## src/rtl/axil_up_master_pkg.sv

```systemverilog
// Shared definitions for the AXI-Lite to up-bus bridge: channel state
// encoding, response codes, read-timeout fill pattern and default timeout.
package axil_up_master_pkg;

    typedef enum logic [1:0] {
        ST_IDLE = 2'd0,
        ST_REQ  = 2'd1,
        ST_WAIT = 2'd2,
        ST_RESP = 2'd3
    } chan_state_t;

    localparam logic [1:0]  RESP_OKAY           = 2'b00;
    localparam logic [1:0]  RESP_SLVERR         = 2'b10;
    localparam logic [31:0] RD_TIMEOUT_DATA     = 32'hDEAD_DEAD;
    localparam int          TIMEOUT_CYCLES_DFLT = 255;

endpackage

```

## src/rtl/axil_up_master_up_req_channel.sv

```systemverilog
// One up-bus request path: IDLE->REQ->WAIT->RESP, 1-cycle req pulse after accept, response held
// until i_rsp_rdy; a WAIT that reaches TIMEOUT_CYCLES without ack answers SLVERR with i_to_dat.
module up_req_channel
    import axil_up_master_pkg::*;
#(
    parameter int TIMEOUT_CYCLES = TIMEOUT_CYCLES_DFLT
) (
    input  logic        clk,
    input  logic        rst_n,
    input  logic        i_start,
    input  logic [13:0] i_addr,
    input  logic [31:0] i_req_dat,
    input  logic        i_ack,
    input  logic [31:0] i_ack_dat,
    input  logic [31:0] i_to_dat,
    input  logic        i_rsp_rdy,
    output logic        o_idle,
    output logic        o_req,
    output logic [13:0] o_addr,
    output logic [31:0] o_dat,
    output logic        o_rsp_vld,
    output logic [1:0]  o_rsp
);

    localparam int CNT_W = $clog2(TIMEOUT_CYCLES + 1);
    localparam logic [CNT_W-1:0] CNT_LAST = CNT_W'(TIMEOUT_CYCLES - 1);

    chan_state_t      r_state;
    logic [CNT_W-1:0] r_cnt;
    logic             r_req;
    logic [13:0]      r_addr;
    logic [31:0]      r_dat;
    logic             r_rsp_vld;
    logic [1:0]       r_rsp;

    always_ff @(posedge clk or negedge rst_n) begin
        if (!rst_n) begin
            r_state   <= ST_IDLE;
            r_cnt     <= '0;
            r_req     <= 1'b0;
            r_addr    <= '0;
            r_dat     <= '0;
            r_rsp_vld <= 1'b0;
            r_rsp     <= RESP_OKAY;
        end else begin
            r_req <= 1'b0;
            case (r_state)
                ST_IDLE: begin
                    if (i_start) begin
                        r_state <= ST_REQ;
                        r_req   <= 1'b1;
                        r_addr  <= i_addr;
                        r_dat   <= i_req_dat;
                        r_cnt   <= '0;
                    end
                end
                ST_REQ: begin
                    r_state <= ST_WAIT;
                end
                ST_WAIT: begin
                    // Ack is checked first so an ack on the final wait cycle still wins.
                    if (i_ack) begin
                        r_state   <= ST_RESP;
                        r_dat     <= i_ack_dat;
                        r_rsp     <= RESP_OKAY;
                        r_rsp_vld <= 1'b1;
                    end else if (r_cnt == CNT_LAST) begin
                        r_state   <= ST_RESP;
                        r_dat     <= i_to_dat;
                        r_rsp     <= RESP_SLVERR;
                        r_rsp_vld <= 1'b1;
                    end else begin
                        r_cnt <= r_cnt + 1'b1;
                    end
                end
                ST_RESP: begin
                    if (i_rsp_rdy) begin
                        r_state   <= ST_IDLE;
                        r_rsp_vld <= 1'b0;
                    end
                end
                default: begin
                    r_state <= ST_IDLE;
                end
            endcase
        end
    end

    assign o_idle    = (r_state == ST_IDLE);
    assign o_req     = r_req;
    assign o_addr    = r_addr;
    assign o_dat     = r_dat;
    assign o_rsp_vld = r_rsp_vld;
    assign o_rsp     = r_rsp;

endmodule

```

## src/rtl/axil_up_master.sv

```systemverilog
// AXI-Lite slave to up-bus master bridge with independent write/read paths, one outstanding each.
// Handshake-to-response is 3 cycles with a 1-cycle ack; ready is withheld until the path is idle.
module axil_up_master
    import axil_up_master_pkg::*;
#(
    parameter int AXI_ADDRESS_WIDTH = 16,
    parameter int TIMEOUT_CYCLES    = TIMEOUT_CYCLES_DFLT
) (
    input  logic                         up_clk,
    input  logic                         up_rstn,
    input  logic                         s_axi_awvalid,
    output logic                         s_axi_awready,
    input  logic [AXI_ADDRESS_WIDTH-1:0] s_axi_awaddr,
    input  logic                         s_axi_wvalid,
    output logic                         s_axi_wready,
    input  logic [31:0]                  s_axi_wdata,
    input  logic [3:0]                   s_axi_wstrb,
    output logic                         s_axi_bvalid,
    input  logic                         s_axi_bready,
    output logic [1:0]                   s_axi_bresp,
    input  logic                         s_axi_arvalid,
    output logic                         s_axi_arready,
    input  logic [AXI_ADDRESS_WIDTH-1:0] s_axi_araddr,
    output logic                         s_axi_rvalid,
    input  logic                         s_axi_rready,
    output logic [31:0]                  s_axi_rdata,
    output logic [1:0]                   s_axi_rresp,
    output logic                         up_wreq,
    output logic [13:0]                  up_waddr,
    output logic [31:0]                  up_wdata,
    input  logic                         up_wack,
    output logic                         up_rreq,
    output logic [13:0]                  up_raddr,
    input  logic [31:0]                  up_rdata,
    input  logic                         up_rack
);

    logic        w_wr_idle;
    logic        w_rd_idle;
    logic        w_wr_accept;
    logic        w_rd_accept;
    logic [31:0] w_wr_dat;
    logic [31:0] w_rd_dat;
    logic        w_unused;

    // Readies are gated by reset so an idle-in-reset path never advertises acceptance.
    assign w_wr_accept   = up_rstn & w_wr_idle & s_axi_awvalid & s_axi_wvalid;
    assign w_rd_accept   = up_rstn & w_rd_idle & s_axi_arvalid;
    assign s_axi_awready = w_wr_accept;
    assign s_axi_wready  = w_wr_accept;
    assign s_axi_arready = w_rd_accept;

    assign up_wdata    = w_wr_dat;
    assign s_axi_rdata = w_rd_dat;
    assign w_unused    = ^{s_axi_wstrb, s_axi_awaddr[1:0], s_axi_araddr[1:0]};

    up_req_channel #(
        .TIMEOUT_CYCLES (TIMEOUT_CYCLES)
    ) u_wr_chan (
        .clk       (up_clk),
        .rst_n     (up_rstn),
        .i_start   (w_wr_accept),
        .i_addr    (s_axi_awaddr[15:2]),
        .i_req_dat (s_axi_wdata),
        .i_ack     (up_wack),
        .i_ack_dat (w_wr_dat),
        .i_to_dat  (w_wr_dat),
        .i_rsp_rdy (s_axi_bready),
        .o_idle    (w_wr_idle),
        .o_req     (up_wreq),
        .o_addr    (up_waddr),
        .o_dat     (w_wr_dat),
        .o_rsp_vld (s_axi_bvalid),
        .o_rsp     (s_axi_bresp)
    );

    up_req_channel #(
        .TIMEOUT_CYCLES (TIMEOUT_CYCLES)
    ) u_rd_chan (
        .clk       (up_clk),
        .rst_n     (up_rstn),
        .i_start   (w_rd_accept),
        .i_addr    (s_axi_araddr[15:2]),
        .i_req_dat (w_rd_dat),
        .i_ack     (up_rack),
        .i_ack_dat (up_rdata),
        .i_to_dat  (RD_TIMEOUT_DATA),
        .i_rsp_rdy (s_axi_rready),
        .o_idle    (w_rd_idle),
        .o_req     (up_rreq),
        .o_addr    (up_raddr),
        .o_dat     (w_rd_dat),
        .o_rsp_vld (s_axi_rvalid),
        .o_rsp     (s_axi_rresp)
    );

endmodule

```

## config.mk

```make
export PLATFORM = sky130hd
export DESIGN_NAME = axil_up_master
export DESIGN_NICKNAME = d
export VERILOG_FILES = /design/src/rtl/axil_up_master_pkg.sv /design/src/rtl/axil_up_master_up_req_channel.sv /design/src/rtl/axil_up_master.sv
export SDC_FILE = /design/constraint.sdc
export NUM_CORES = 1
export LEC_CHECK = 0
export BUFFER_PORTS_ARGS = -buffer_cell sky130_fd_sc_hd__buf_2
export CORE_UTILIZATION = 52
export CTS_CLUSTER_DIAMETER = 60
export DETAILED_ROUTE_END_ITERATION = 7
export GPL_ROUTABILITY_DRIVEN = 0
export GPL_TIMING_DRIVEN = 1
export MAX_ROUTING_LAYER = met4
export PLACE_DENSITY = 0.86
export SYNTH_ARGS = -nofsm -noshare
export SYNTH_HDL_FRONTEND = slang
export SYNTH_SLANG_ARGS = --single-unit
```

## constraint.sdc

```tcl
create_clock -name up_clk -period 2.6 [get_ports up_clk]
set_input_delay 0.52 -clock up_clk [delete_from_list [all_inputs] [get_ports up_clk]]
set_output_delay 0.52 -clock up_clk [all_outputs]
set_load 0.005 [all_outputs]
```

==> results by group <==
Status
  • Status: finished, final reports clean

Power
  • Pint: 5.251 mW
  • Sequential fraction of design power: 39.3%
  • PwrDens: 1180 nW/um^2
  • P_leak: 3.539 nW
  • Sw Ratio: 33.82%
  • Net Switching: 2.683 mW
  • Clock share of power: 29.0%
  • Peak supply drop: 616.2 uV
  • Comb pwr share: 31.7%

Synthesis
  • Post-Synthesis Cell Area: 5039 um^2
  • Most common cell in the netlist: nand2_1
  • Synthesized area per cell: 10.63 um^2
  • Post-synth EDFFs: 0
  • Top cells by area, synth: dfrtp_1, nand2_1, o22a_1
  • Synth warn: 0
  • #FFs+latches synth: 118
  • Sequential area share after synthesis: 58.60%
  • Top_reg_cell synth: dfrtp_1
  • Share of the synthesized area in the top cell type: 58.60%
  • Post-synth ARST share: 100.0%
  • Top cells by count, synth: nand2_1, dfrtp_1, inv_1, o22a_1, buf_2
  • Largest area contributor in the netlist: dfrtp_1
  • Unique cell type count in the Yosys netlist: 53
  • Synth Instances: 474

Route
  • Pre-Repair DR Iteration Count: 5
  • Vias after detailed routing: 4,243
  • Final wirelength: 12,320 um
  • Vias/cell: 5.187
  • Antenna Nets Post-Route: 0
  • DRC: 0
  • Avg WL per Cell: 15.06 um
  • 1st-iter DRT viols: 177

Clock network
  • Post-CTS setup buffers: 0
  • Total CTS buffers: 17
  • Clk_lat worst skew: 500 ps
  • Sink Count: 118
  • # H-tree levels: 4
  • Clock Tree Buf Depth: 2
  • CTS Root Cell: clkbuf_8
  • Worst-path clk slew: 60 ps
  • TritonCTS clock tree: done

STA
  • Setup TNS: 0 ps
  • Worst relative slew slack: 42.82%
  • Final Setup Violations: 0
  • Worst-Margin Slew: 856.8 ps
  • Fin. max-slew vios: 0
  • Minimum clock period: 2440 ps
  • RSZ-0062 raised after global routing: no
  • Fmax: 0.4099 GHz
  • Final Hold Vio Count: 0
  • Fin crit share: 93.83%
  • Skew final: 9.248 ps

Die
  • I/O pin total: 212
  • CORE AREA: 9328 um^2
  • Initial Utilization: 54.02%
  • Rows: 35
  • Die Area: 10,090 um^2
  • Die width: 100.4 um
  • Die Span Y: 100.4 um

Finish
  • Final instance area: 6725 um^2
  • Multi-input logic area: 1876 um^2
  • Ant diodes: 0
  • Layout fillers: 670
  • NumNets Final: 795
  • Layout cells sized above 1: 37.16%
  • Sequential cell area: 2953 um^2
  • Layout Area Growth over Synthesis: 33.47%

Run
  • MaxCap Viol Count: 0

Placement
  • Port Buffers: 201
  • Final HPWL DP: 8623 um
  • Placed Area: 6121 um^2

Global routing
  • Largest net degree at the start of global routing: 54
  • Total global-route track usage: 25.39%
  • Initial antenna violation count: 0
  • Total gr overflow: 0
  • Vias in the first global route: 4,115
  • First-pass GRT wire length: 19,220 um

Worst hold path
  • Hold Crit Class: in2async

Worst setup path
  • Req. time, crit path: 2080 ps
  • Startpoint types: register
  • FF-to-FF path depth: 6
  • Crit path DAT: 1920 ps
  • Worst Setup End Kind: primary output
  • Setup Crit Path Kind: reg2out
  • Worst Path Max Fanout: 17
==> stage by stage <==
stage / hold slack [ps] / worst slack (ps) / instances / power [mW] / util, %
after floorplan: 224.4 / 685.2 / 475 / 4.472 / -
after global placement: 353.0 / 565.5 / 785 / 5.473 / 65.62
after detailed placement: 355.0 / 517.2 / 785 / 5.640 / 65.62
after CTS: 40.34 / 25.76 / 818 / 7.995 / 72.01
after global routing: 75.80 / 20.34 / 818 / 8.452 / 72.10
final: 72.10 / 160.4 / 818 / 7.934 / 72.10
==> final timing paths <==
kind,startpoint,end,slack (ps)
worst max-delay path,u_wr_chan.r_state[0],s_axi_awready,160
worst min-delay path,up_rstn,u_rd_chan.o_addr[7],70
worst max register to register,u_wr_chan.r_state[0],u_wr_chan.r_cnt[3],500
worst min register to register,u_wr_chan.o_dat[27],u_wr_chan.o_dat[27],470
max in group asynchronous,up_rstn,u_wr_chan.o_dat[1],1910
min in group up_clk,s_axi_wdata[23],u_wr_chan.o_dat[23],200
==> cell type report <==
class                           count  area share (%)
Timing Repair Buffer              210           16.04
Inverter                           19           1.098
Sequential cell                   118           43.91
Multi-Input combinational cell    310           27.89
Clock buffer                       17           6.158
Clock inverter                     15           2.512
Tap cell                          129           2.400
==> power groups by stage <==
| stage | sequential, mW | clock (mW) | combinational [mW] |
|---|---|---|---|
| 2_1_floorplan | 3.17 | 0 | 1.31 |
| 3_3_place_gp | 3.09 | 0 | 2.39 |
| 3_5_place_dp | 3.13 | 0 | 2.51 |
| 4_1_cts | 3.12 | 2.34 | 2.54 |
| 5_1_grt | 3.22 | 2.42 | 2.81 |
| 6_report | 3.12 | 2.30 | 2.52 |
==> placed cells by master, fill, tap and decap left out, drive strengths merged, types with 4 or more instances in the layout <==
cell and count:
nor3 5, nand3 9, buf 209, nand4 6, o22a 17, nand2 151, clkbuf 17, nand3b 6
a22o 12, o21ai 6, dfrtp 118, mux2 16, clkinv 4, a21oi 7, ha 10, o21a 7
nor2 8, and3 5, inv 26, a31oi 6
==> cells by family (layout without fill, tap and decap cells) <==
logic type                 Yosys count  after routing  share of synthesized area [%]
AOI/OAI and AO/OA                   81             81                          13.56
muxes                               16             16                          3.576
buffers and inverters               47            261                          4.420
adders and majority gates           10             10                          2.483
DFF                                118            118                          58.60
other                                1              2                        0.07443
and+or+nand+nor                    201            201                          17.28
==> routing by layer <==
metal  vias up  routed length [um]  track usage, %
li1       2034                   -               -
met1      2044                5114           29.67
met2       154                6366           43.68
met3        11                 730           5.571
met4         0                 103           8.138
met5         -                   0               -
==> sequential cells by signal, summed over array words and instances (netlist names), 2 cells and up <==
name,flops
u_rd_chan.r_cnt,8
u_wr_chan.o_addr,14
u_rd_chan.o_addr,14
u_wr_chan.r_cnt,8
u_rd_chan.r_state,2
u_wr_chan.r_state,2
u_wr_chan.o_dat,32
u_rd_chan.o_dat,32
==> repair_timing <==
action                     4_1_cts  5_1_grt
hold endpoints to repair         4        0
pin swaps                        0        0
hold buffers                     1        0
setup endpoints to repair        2        2
resized for setup                1        1
==> critical path, cell delays in order, from the launching register on <==
cell     delay (ps)
dfrtp_1         400
inv_1           100
ha_1            320
nand4_4         230
inv_4           220
buf_2           140
(Power assumes the default switching activity.)
